===== src/rtl/tlb_lookup_if.sv =====
// tlb_lookup_if: request/response and page-walker handshake bundle for tlb_lookup.
// master drives requests and walker results; slave is the TLB.
interface tlb_lookup_if;
    logic        req_valid;
    logic        req_ready;
    logic [63:0] req_vaddr;
    logic        resp_valid;
    logic [63:0] resp_paddr;
    logic        walk_req;
    logic [63:0] walk_vaddr;
    logic        walk_done;
    logic [63:0] walk_paddr;
    logic [1:0]  walk_level;
    modport master (
        output req_valid, req_vaddr, walk_done, walk_paddr, walk_level,
        input  req_ready, resp_valid, resp_paddr, walk_req, walk_vaddr
    );
    modport slave (
        input  req_valid, req_vaddr, walk_done, walk_paddr, walk_level,
        output req_ready, resp_valid, resp_paddr, walk_req, walk_vaddr
    );
endinterface


===== src/rtl/tlb_lookup.sv =====
// tlb_lookup: fully associative Sv39 TLB with superpage support, sitting in front of the page-table walker.
// Serves one request at a time: IDLE -> LOOKUP -> (WALK) -> RESP.
module tlb_lookup #(
    parameter int ENTRIES = 8,
    parameter int IDX_W   = $clog2(ENTRIES)
) (
    input  logic        clk,
    input  logic        rst,
    input  logic [63:0] satp,
    input  logic        sfence,
    tlb_lookup_if.slave bus
);
    typedef enum logic [1:0] {IDLE, LOOKUP, WALK, RESP} state_t;
    state_t             state, state_n;
    logic [63:0]        vaddr_q, resp_q, hit_pa;
    logic [19:0]        satp_q;
    logic [ENTRIES-1:0] valid, match;
    logic [26:0]        vpn_q [ENTRIES];
    logic [43:0]        ppn_q [ENTRIES];
    logic [1:0]         lvl_q [ENTRIES];
    logic [IDX_W-1:0]   repl_ptr, hit_idx, victim;
    logic [26:0]        vpn;
    logic [43:0]        hppn;
    logic [1:0]         hlvl;
    logic               hit, bare, flush, refill, stale, unused_ok;
    assign vpn            = vaddr_q[38:12];
    assign bare           = satp[63:60] == 4'd0;
    assign flush          = sfence || (satp[63:44] != satp_q);
    // a flush seen while this translation was in flight makes its walk result stale
    assign refill         = state == WALK && bus.walk_done && !flush && !stale;
    assign bus.req_ready  = state == IDLE;
    assign bus.resp_valid = state == RESP;
    assign bus.walk_req   = state == WALK;
    assign bus.walk_vaddr = vaddr_q;
    assign bus.resp_paddr = resp_q;
    assign unused_ok      = ^{satp[43:0], bus.walk_paddr[63:56]};
    genvar g;
    for (g = 0; g < ENTRIES; g++) begin : g_match
        assign match[g] = valid[g] && vpn_q[g][26:18] == vpn[26:18] &&
                          (lvl_q[g] == 2'd2 || vpn_q[g][17:9] == vpn[17:9]) &&
                          (lvl_q[g] != 2'd0 || vpn_q[g][8:0] == vpn[8:0]);
    end
    // descending scan so the lowest matching / lowest invalid index ends up selected
    always_comb begin
        hit     = 1'b0;
        hit_idx = '0;
        victim  = repl_ptr;
        for (int i = ENTRIES - 1; i >= 0; i--) begin
            if (match[i]) begin
                hit     = 1'b1;
                hit_idx = IDX_W'(i);
            end
            if (!valid[i]) victim = IDX_W'(i);
        end
    end
    assign hppn   = ppn_q[hit_idx];
    assign hlvl   = lvl_q[hit_idx];
    assign hit_pa = hlvl == 2'd2 ? {8'b0, hppn[43:18], vaddr_q[29:0]} :
                    hlvl == 2'd1 ? {8'b0, hppn[43:9], vaddr_q[20:0]} :
                                   {8'b0, hppn, vaddr_q[11:0]};
    always_comb begin
        state_n = state;
        case (state)
            IDLE:    state_n = bus.req_valid ? LOOKUP : IDLE;
            LOOKUP:  state_n = (bare || hit) ? RESP : WALK;
            WALK:    state_n = bus.walk_done ? RESP : WALK;
            default: state_n = IDLE;
        endcase
    end
    always_ff @(posedge clk or posedge rst) begin
        if (rst) begin
            state    <= IDLE;
            vaddr_q  <= '0;
            resp_q   <= '0;
            satp_q   <= '0;
            valid    <= '0;
            repl_ptr <= '0;
            stale    <= 1'b0;
        end else begin
            state  <= state_n;
            satp_q <= satp[63:44];
            stale  <= state == IDLE ? 1'b0 : stale | flush;
            if (state == IDLE && bus.req_valid) vaddr_q <= bus.req_vaddr;
            if (state == LOOKUP && bare) resp_q <= {8'b0, vaddr_q[55:0]};
            else if (state == LOOKUP && hit) resp_q <= hit_pa;
            else if (state == WALK && bus.walk_done) resp_q <= {8'b0, bus.walk_paddr[55:0]};
            if (flush) begin
                valid    <= '0;
                repl_ptr <= '0;
            end else if (refill) begin
                valid[victim] <= 1'b1;
                if (&valid) repl_ptr <= repl_ptr + 1'b1;
            end
        end
    end
    always_ff @(posedge clk) begin
        if (refill) begin
            vpn_q[victim] <= vpn;
            ppn_q[victim] <= bus.walk_paddr[55:12];
            lvl_q[victim] <= bus.walk_level == 2'd3 ? 2'd0 : bus.walk_level;
        end
    end
endmodule

===== src/flat_wrapper.sv =====
// flat-port wrapper written by rule: the top's interface ports become plain ports
module tlb_lookup_flat 
#(
    parameter int ENTRIES = 8,
    parameter int IDX_W   = $clog2(ENTRIES)
)
  (clk, rst, satp, sfence, bus_req_valid, bus_req_vaddr, bus_walk_done, bus_walk_paddr, bus_walk_level, bus_req_ready, bus_resp_valid, bus_resp_paddr, bus_walk_req, bus_walk_vaddr);
  tlb_lookup_if bus_i ();
  input  logic clk;
  input  logic rst;
  input  logic [63:0] satp;
  input  logic sfence;
  input wire logic [$bits(bus_i.req_valid)-1:0] bus_req_valid;
  input wire logic [$bits(bus_i.req_vaddr)-1:0] bus_req_vaddr;
  input wire logic [$bits(bus_i.walk_done)-1:0] bus_walk_done;
  input wire logic [$bits(bus_i.walk_paddr)-1:0] bus_walk_paddr;
  input wire logic [$bits(bus_i.walk_level)-1:0] bus_walk_level;
  output wire logic [$bits(bus_i.req_ready)-1:0] bus_req_ready;
  output wire logic [$bits(bus_i.resp_valid)-1:0] bus_resp_valid;
  output wire logic [$bits(bus_i.resp_paddr)-1:0] bus_resp_paddr;
  output wire logic [$bits(bus_i.walk_req)-1:0] bus_walk_req;
  output wire logic [$bits(bus_i.walk_vaddr)-1:0] bus_walk_vaddr;
  assign bus_i.req_valid = bus_req_valid;
  assign bus_i.req_vaddr = bus_req_vaddr;
  assign bus_i.walk_done = bus_walk_done;
  assign bus_i.walk_paddr = bus_walk_paddr;
  assign bus_i.walk_level = bus_walk_level;
  assign bus_req_ready = bus_i.req_ready;
  assign bus_resp_valid = bus_i.resp_valid;
  assign bus_resp_paddr = bus_i.resp_paddr;
  assign bus_walk_req = bus_i.walk_req;
  assign bus_walk_vaddr = bus_i.walk_vaddr;
  tlb_lookup #(.ENTRIES(ENTRIES), .IDX_W(IDX_W)) u_core (.clk(clk), .rst(rst), .satp(satp), .sfence(sfence), .bus(bus_i));
endmodule

===== config.mk =====
export PLATFORM = sky130hd
export DESIGN_NAME = tlb_lookup_flat
export DESIGN_NICKNAME = d
export VERILOG_FILES = /design/src/rtl/tlb_lookup_if.sv /design/src/rtl/tlb_lookup.sv /design/src/flat_wrapper.sv
export SDC_FILE = /design/constraint.sdc
export NUM_CORES = 1
export LEC_CHECK = 0
export BUFFER_PORTS_ARGS = -buffer_cell sky130_fd_sc_hd__buf_2
export CAP_MARGIN = 5
export CORE_MARGIN = 4
export CORE_UTILIZATION = 50
export DETAILED_ROUTE_END_ITERATION = 10
export PLACE_DENSITY = 0.79
export SLEW_MARGIN = 25
export SYNTH_ARGS = -nofsm -noshare
export SYNTH_HDL_FRONTEND = slang
export SYNTH_SLANG_ARGS = --single-unit

===== constraint.sdc =====
create_clock -name clk -period 9.35 [get_ports clk]
set_input_delay 2.805 -clock clk [delete_from_list [all_inputs] [get_ports clk]]
set_output_delay 2.805 -clock clk [all_outputs]
set_load 0.02 [all_outputs]

After elaboration in Yosys (flattened, before gate mapping)
Memory sizes are Yosys's and may differ from the RTL's.
Cells that the tools add are included.

operators by class
  add/subtract/negate cells = 1
  magnitude comparators = 2
  equal/unequal tests = 39
  mux-type cells = 44
  bitwise gates (word level) = 2
  reductions and logical operators = 66

operators by type and width
  cell                   count
  $eq A9 B9 Y1           24
  $mux W64               3
  $mux W3                19
  $logic_and A1 B1 Y1    31
  $mux W30               1
  $eq A2 B2 Y1 const B   12
  $mux W21               1
  $ne A20 B20 Y1         1
  $reduce_bool A2 Y1     10
  $logic_or A1 B1 Y1     18
  $mux W8                2
  $mux W1                15
  $or A8 B8 Y8           1
  $reduce_and A8 Y1      1
  $pmux W2 S3            1
  $eq A2 B1 Y1 const B   2
  $logic_not A4 Y1       1
  $lt A3 B4 Y1 const B   1
  $add A3 B1 Y3 const B  1
  $demux W1 S3           1
  $ge A3 B1 Y1 const B   1
  $reduce_bool A3 Y1     1
  $logic_not A1 Y1       2
  $logic_not A2 Y1       1
  other kinds (3)        3

word-level totals
  register bits = 162
  RAM bits = 584
  input port bits = 199
  output and inout bits = 131
  word-level logic and storage cells = 164
  memories = 3

memory list
  memory        words  bits a word  read ports  clocked after memory_dff  wr ports  RTL line          RTL
  u_core.ppn_q  8      44           1           0                         1         tlb_lookup.sv:19  logic [43:0] ppn_q [ENTRIES];
  u_core.vpn_q  8      27           8           0                         1         tlb_lookup.sv:18  logic [26:0] vpn_q [ENTRIES];
  u_core.lvl_q  8      2            9           0                         1         tlb_lookup.sv:20  logic [1:0] lvl_q [ENTRIES];

Depth between registers and ports, before layout
An unclocked memory read counts as a cell.

  word-level depth = 19
  mapped depth = 17

Worst setup path after synthesis
OpenSTA, ideal clock, no wires.

  path type = input -> register
  from = input satp[54]
  to = memory u_core.lvl_q[5][0] (enable)
  setup time = 0.596 ns
  arrival = 9.611 ns
  data required time = 8.754 ns
  path slack = -0.857 ns
  stages = 9
  buffers on the path = 1
  cells stage by stage = xor2_1 nor4_1 nand4_1 or4_1 clkbuf_1 nor2_1 nand3_1 or2_2 nor3_1

between the ends
  cells in the longest elaborated chain, start to end = 7

ends and longest elaborated chain
  what                               RTL line            RTL
  from (decl)                        flat_wrapper.sv:11  input logic [63:0] satp;
  $ne A20 B20 Y1                     tlb_lookup.sv:28    assign flush = sfence || (satp[63:44] != satp_q);
  $logic_or A1 B1 Y1                 tlb_lookup.sv:28
  $logic_not A1 Y1                   tlb_lookup.sv:30    assign refill = state == WALK && bus.walk_done && !flush && !stale;
  $logic_and A1 B1 Y1 (2 in series)  tlb_lookup.sv:30
  $mux W1                            tlb_lookup.sv:97    if (refill) begin
  $mux W1                            tlb_lookup.sv:100   lvl_q[victim] <= bus.walk_level == 2'd3 ? 2'd0 : bus.walk_level;
  to (decl)                          tlb_lookup.sv:20

No other way between the ends.

Final worst setup path
  from = input satp[50]
  to = memory u_core.ppn_q[7][31] (enable)

between the ends
  cells in the longest elaborated chain, start to end = 7

ends and longest elaborated chain
  what                               RTL line          RTL
  $ne A20 B20 Y1                     tlb_lookup.sv:28
  $logic_or A1 B1 Y1                 tlb_lookup.sv:28
  $logic_not A1 Y1                   tlb_lookup.sv:30
  $logic_and A1 B1 Y1 (2 in series)  tlb_lookup.sv:30
  $mux W1                            tlb_lookup.sv:97
  $mux W1 (not written as such)      tlb_lookup.sv:99  ppn_q[victim] <= bus.walk_paddr[55:12];
  to (decl)                          tlb_lookup.sv:19

No other way between the ends.

==> flow_results.xml <==
<?xml version="1.0" encoding="UTF-8"?>
<metrics>
  <group name="power_and_ir_drop">
    <metric name="p_leak" unit="uW">0.0137</metric>
    <metric name="cellPowerDensity" unit="nW/um^2">265</metric>
    <metric name="overall_power_consumption" unit="uW">9320</metric>
    <metric name="ir_worst_vdd" unit="mV">0.221</metric>
  </group>
  <group name="place">
    <metric name="detailedPlacementHpwl" unit="um">43800</metric>
    <metric name="detailedPlace.worstSlack" unit="ps">2420</metric>
    <metric name="routabilityCongestion" unit="">0.871</metric>
    <metric name="placement.io_buffers" unit="">269</metric>
    <metric name="dpl.cell_count" unit="">2986</metric>
  </group>
  <group name="sta">
    <metric name="timing.final.crit_share" unit="%">68.4</metric>
    <metric name="endpoints_failing_setup" unit="">0</metric>
    <metric name="slew_headroom" unit="%">26.6</metric>
    <metric name="fmax" unit="GHz">0.156</metric>
    <metric name="period_minus_slack" unit="ps">6400</metric>
    <metric name="final_worst_setup_slack" unit="ps">2950</metric>
    <metric name="report.final.hold_viol_count" unit="">0</metric>
    <metric name="fin_tns_setup" unit="ps">0</metric>
    <metric name="maxSlewViolCount" unit="">0</metric>
    <metric name="unrepaired_setup_endpoints_after_global_routing" unit="">no</metric>
    <metric name="max_slew.worst_pin.slew" unit="ps">1100</metric>
    <metric name="timing.clock.skew" unit="ps">24.2</metric>
  </group>
  <group name="synth">
    <metric name="synth_top_area_share" unit="%">57.3</metric>
    <metric name="synth_seq_area_share" unit="%">69.9</metric>
    <metric name="synth.ff_latch_count" unit="">738</metric>
    <metric name="synth.distinct_cells" unit="">72</metric>
    <metric name="synthTopCellsByArea" unit="">sky130_fd_sc_hd__edfxtp_1, sky130_fd_sc_hd__dfrtp_1, sky130_fd_sc_hd__mux2i_1</metric>
    <metric name="syn_avg_cell_area" unit="um^2">15.3</metric>
    <metric name="postSynth.asyncResetShare" unit="%">20.9</metric>
    <metric name="synth_edf_count" unit="">584</metric>
    <metric name="synth_area_leader_cell" unit="">sky130_fd_sc_hd__edfxtp_1</metric>
    <metric name="synth_cells" unit="">2001</metric>
    <metric name="yosys_most_used_dff" unit="">sky130_fd_sc_hd__edfxtp_1</metric>
    <metric name="mappedNetlistArea" unit="um^2">30600</metric>
    <metric name="yosys_warnings" unit="">0</metric>
  </group>
  <group name="floorplanning">
    <metric name="placement_rows" unit="">90</metric>
    <metric name="dieArea" unit="um^2">65200</metric>
    <metric name="core" unit="um^2">60500</metric>
    <metric name="fp.dieH" unit="um">255</metric>
    <metric name="pin_count" unit="">330</metric>
    <metric name="die_w" unit="um">255</metric>
    <metric name="floorplan.initialDensity" unit="%">50.6</metric>
  </group>
  <group name="worst_setup_path">
    <metric name="timing.critical_path.buf_inv" unit="">2</metric>
    <metric name="endpoint_kind" unit="">register</metric>
    <metric name="crit_path_start_kind" unit="">input pin</metric>
    <metric name="timing.critical_path.fanout_max" unit="">58</metric>
    <metric name="crit_family" unit="">simple AND/OR/NAND/NOR gates</metric>
    <metric name="worst_path_cell_trace" unit="">buf_2 &gt; xor2_1 &gt; nor4_1 &gt; nand4_1 &gt; or4_1 &gt; nor2_1 &gt; nand3_1 &gt; or2_2 &gt; nor2_4 &gt; buf_4</metric>
    <metric name="crit_slowest_cell" unit="">sky130_fd_sc_hd__buf_4</metric>
    <metric name="crit_path_max_incr_delay" unit="ps">820</metric>
    <metric name="worstPathArrival" unit="ps">6630</metric>
    <metric name="crit_type" unit="">input pin to register</metric>
    <metric name="critPathRequiredTime" unit="ps">9580</metric>
  </group>
  <group name="clock_network">
    <metric name="tritoncts_clock_tree" unit="">built</metric>
    <metric name="clk_root_buffer_cell" unit="">sky130_fd_sc_hd__clkbuf_16</metric>
    <metric name="clock_latency" unit="ps">610</metric>
    <metric name="cts-root-to-sink-buffers" unit="">3</metric>
    <metric name="clk_transition_reported_paths" unit="ps">60</metric>
    <metric name="cts-htree-levels" unit="">3</metric>
    <metric name="cts_inserted_buffers" unit="">76</metric>
    <metric name="post-cts-setup-buffer-count" unit="">0</metric>
    <metric name="postCtsResizedCells" unit="">0</metric>
    <metric name="cts_sinks" unit="">738</metric>
    <metric name="cts_hold_buffers" unit="">0</metric>
  </group>
  <group name="final_layout">
    <metric name="final_cell_mix" unit="">sky130_fd_sc_hd__edfxtp_1, sky130_fd_sc_hd__buf_2, sky130_fd_sc_hd__mux2i_1</metric>
    <metric name="layout.cells.most_common" unit="">sky130_fd_sc_hd__edfxtp_1</metric>
    <metric name="final_cell_count_no_fill" unit="">3125</metric>
    <metric name="areaGrowthSynthToFinish" unit="%">15.1</metric>
    <metric name="finish.net_count" unit="">2486</metric>
    <metric name="layout-drive-gt1-share" unit="%">22.3</metric>
  </group>
  <group name="routing">
    <metric name="detail_route.drc_violations" unit="">0</metric>
    <metric name="dr.first_iter.drc_count" unit="">1783</metric>
    <metric name="detail_route.vias_per_cell" unit="">5.81</metric>
    <metric name="route.detailed.wl_per_inst" unit="um">23.2</metric>
    <metric name="drt_wl_total" unit="um">72400</metric>
    <metric name="num_vias" unit="">18200</metric>
    <metric name="final_ant_viol_nets" unit="">0</metric>
    <metric name="drt_first_pass_iters" unit="">6</metric>
  </group>
  <group name="grt">
    <metric name="total_congestion_overflow" unit="">0</metric>
    <metric name="grt_first_pass_wirelength" unit="um">111000</metric>
    <metric name="initial_antenna_violation_count" unit="">2</metric>
    <metric name="grt_start_max_net_pins" unit="">86</metric>
    <metric name="gr-usage-all-layers" unit="%">21.7</metric>
    <metric name="grt_pass1_vias" unit="">18600</metric>
  </group>
  <group name="worst_hold_path">
    <metric name="holdCritPathClass" unit="">register to register</metric>
  </group>
  <group name="status">
    <metric name="run_status" unit="">complete, no violations</metric>
  </group>
  <group name="run">
    <metric name="timing.max_cap.violations" unit="">0</metric>
  </group>
</metrics>
-- cell families after synthesis --
kind of cell | Yosys count | synth area share (%)
AO/OA/AOI/OAI | 241 | 6.01
XOR/XNOR | 238 | 6.84
adder cells (fa/ha/maj) | 5 | 0.205
buffers and inverters | 136 | 2.34
flip-flops | 738 | 69.9
multiplexers | 258 | 8.78
other | 1 | 0.0123
AND/OR/NAND/NOR | 384 | 5.87
-- stage by stage --
stage,hold WS [ps],utilization [%],instance area (um^2)
detailed placement,496,54.3,32900
global route,515,58.2,35200
finish,502,58.2,35200
CTS,510,58.2,35200
global placement,469,54.2,32800
floorplan,452,-,30600
-- layout make-up --
type | instances | area [um^2]
flip-flops and latches | 738 | 21400
well taps | 782 | 978
clock inverters | 37 | 265
inverters | 23 | 91.3
diodes | 2 | 5.00
clock buffers | 100 | 2070
fillers | 4397 | 25300
multi-input cells | 1134 | 8630
repair buffers | 309 | 1760
-- flip-flops by register name (all words and copies together) (netlist names) --
name                   count
u_core.vpn_q             216
u_core.ppn_q             352
u_core.bus.resp_paddr     56
u_core.lvl_q              16
u_core.bus.walk_vaddr     64
u_core.state               2
u_core.satp_q             20
u_core.valid               8
u_core.repl_ptr            3
u_core.stale               1
-- metal layers --
metal	up-vias	wire length [um]	global-route usage [%]
li1	8089	-	-
met1	9174	29300	29.1
met2	775	35500	36.3
met3	133	5470	3.90
met4	0	2240	7.38
met5	-	0	0
-- where the power goes --
group          internal (uW)  leakage, uW  switching, uW  total (uW)
Sequential              3960      0.00705            418        4380
Clock                   1640      0.00115           1220        2860
Combinational            828      0.00553           1250        2080
-- Yosys cell counts (all sizes together), types with 3 or more instances --
cell type / n
and3: 3
o21a: 10
o22ai: 26
mux2i: 175
inv: 23
a22oi: 3
o211ai: 4
a32o: 5
o41ai: 8
a31oi: 4
a221oi: 8
a211oi: 17
and2: 4
nand2: 107
dfrtp: 154
xor2: 102
mux2: 83
nand4: 34
o221a: 10
a41oi: 5
a21o: 26
nor4: 15
clkbuf: 49
xnor2: 136
a21oi: 66
nand3: 58
o21ai: 6
nor2: 109
nand2b: 3
edfxtp: 584
nor3: 35
buf: 64
a222oi: 28
nor2b: 6
ha: 5
-- path summary, 6_finish.rpt --
kind / depth (start not counted) / end / startpoint / slack [ps]
max in group asynchronous: 3 / u_core.bus.resp_paddr[0] / rst / 5490
min in group asynchronous: 2 / u_core.bus.walk_vaddr[57] / rst / 2370
worst min register to register: 0 / u_core.vpn_q[3][6] / u_core.bus.walk_vaddr[18] / 500
worst max-delay path: 10 / u_core.ppn_q[7][31] / satp[50] / 2950
worst min-delay path: 0 / u_core.vpn_q[3][6] / u_core.bus.walk_vaddr[18] / 500
worst max register to register: 13 / u_core.bus.resp_paddr[25] / u_core.bus.walk_vaddr[20] / 4020
Note: power is estimated with default switching activity, not from simulation.
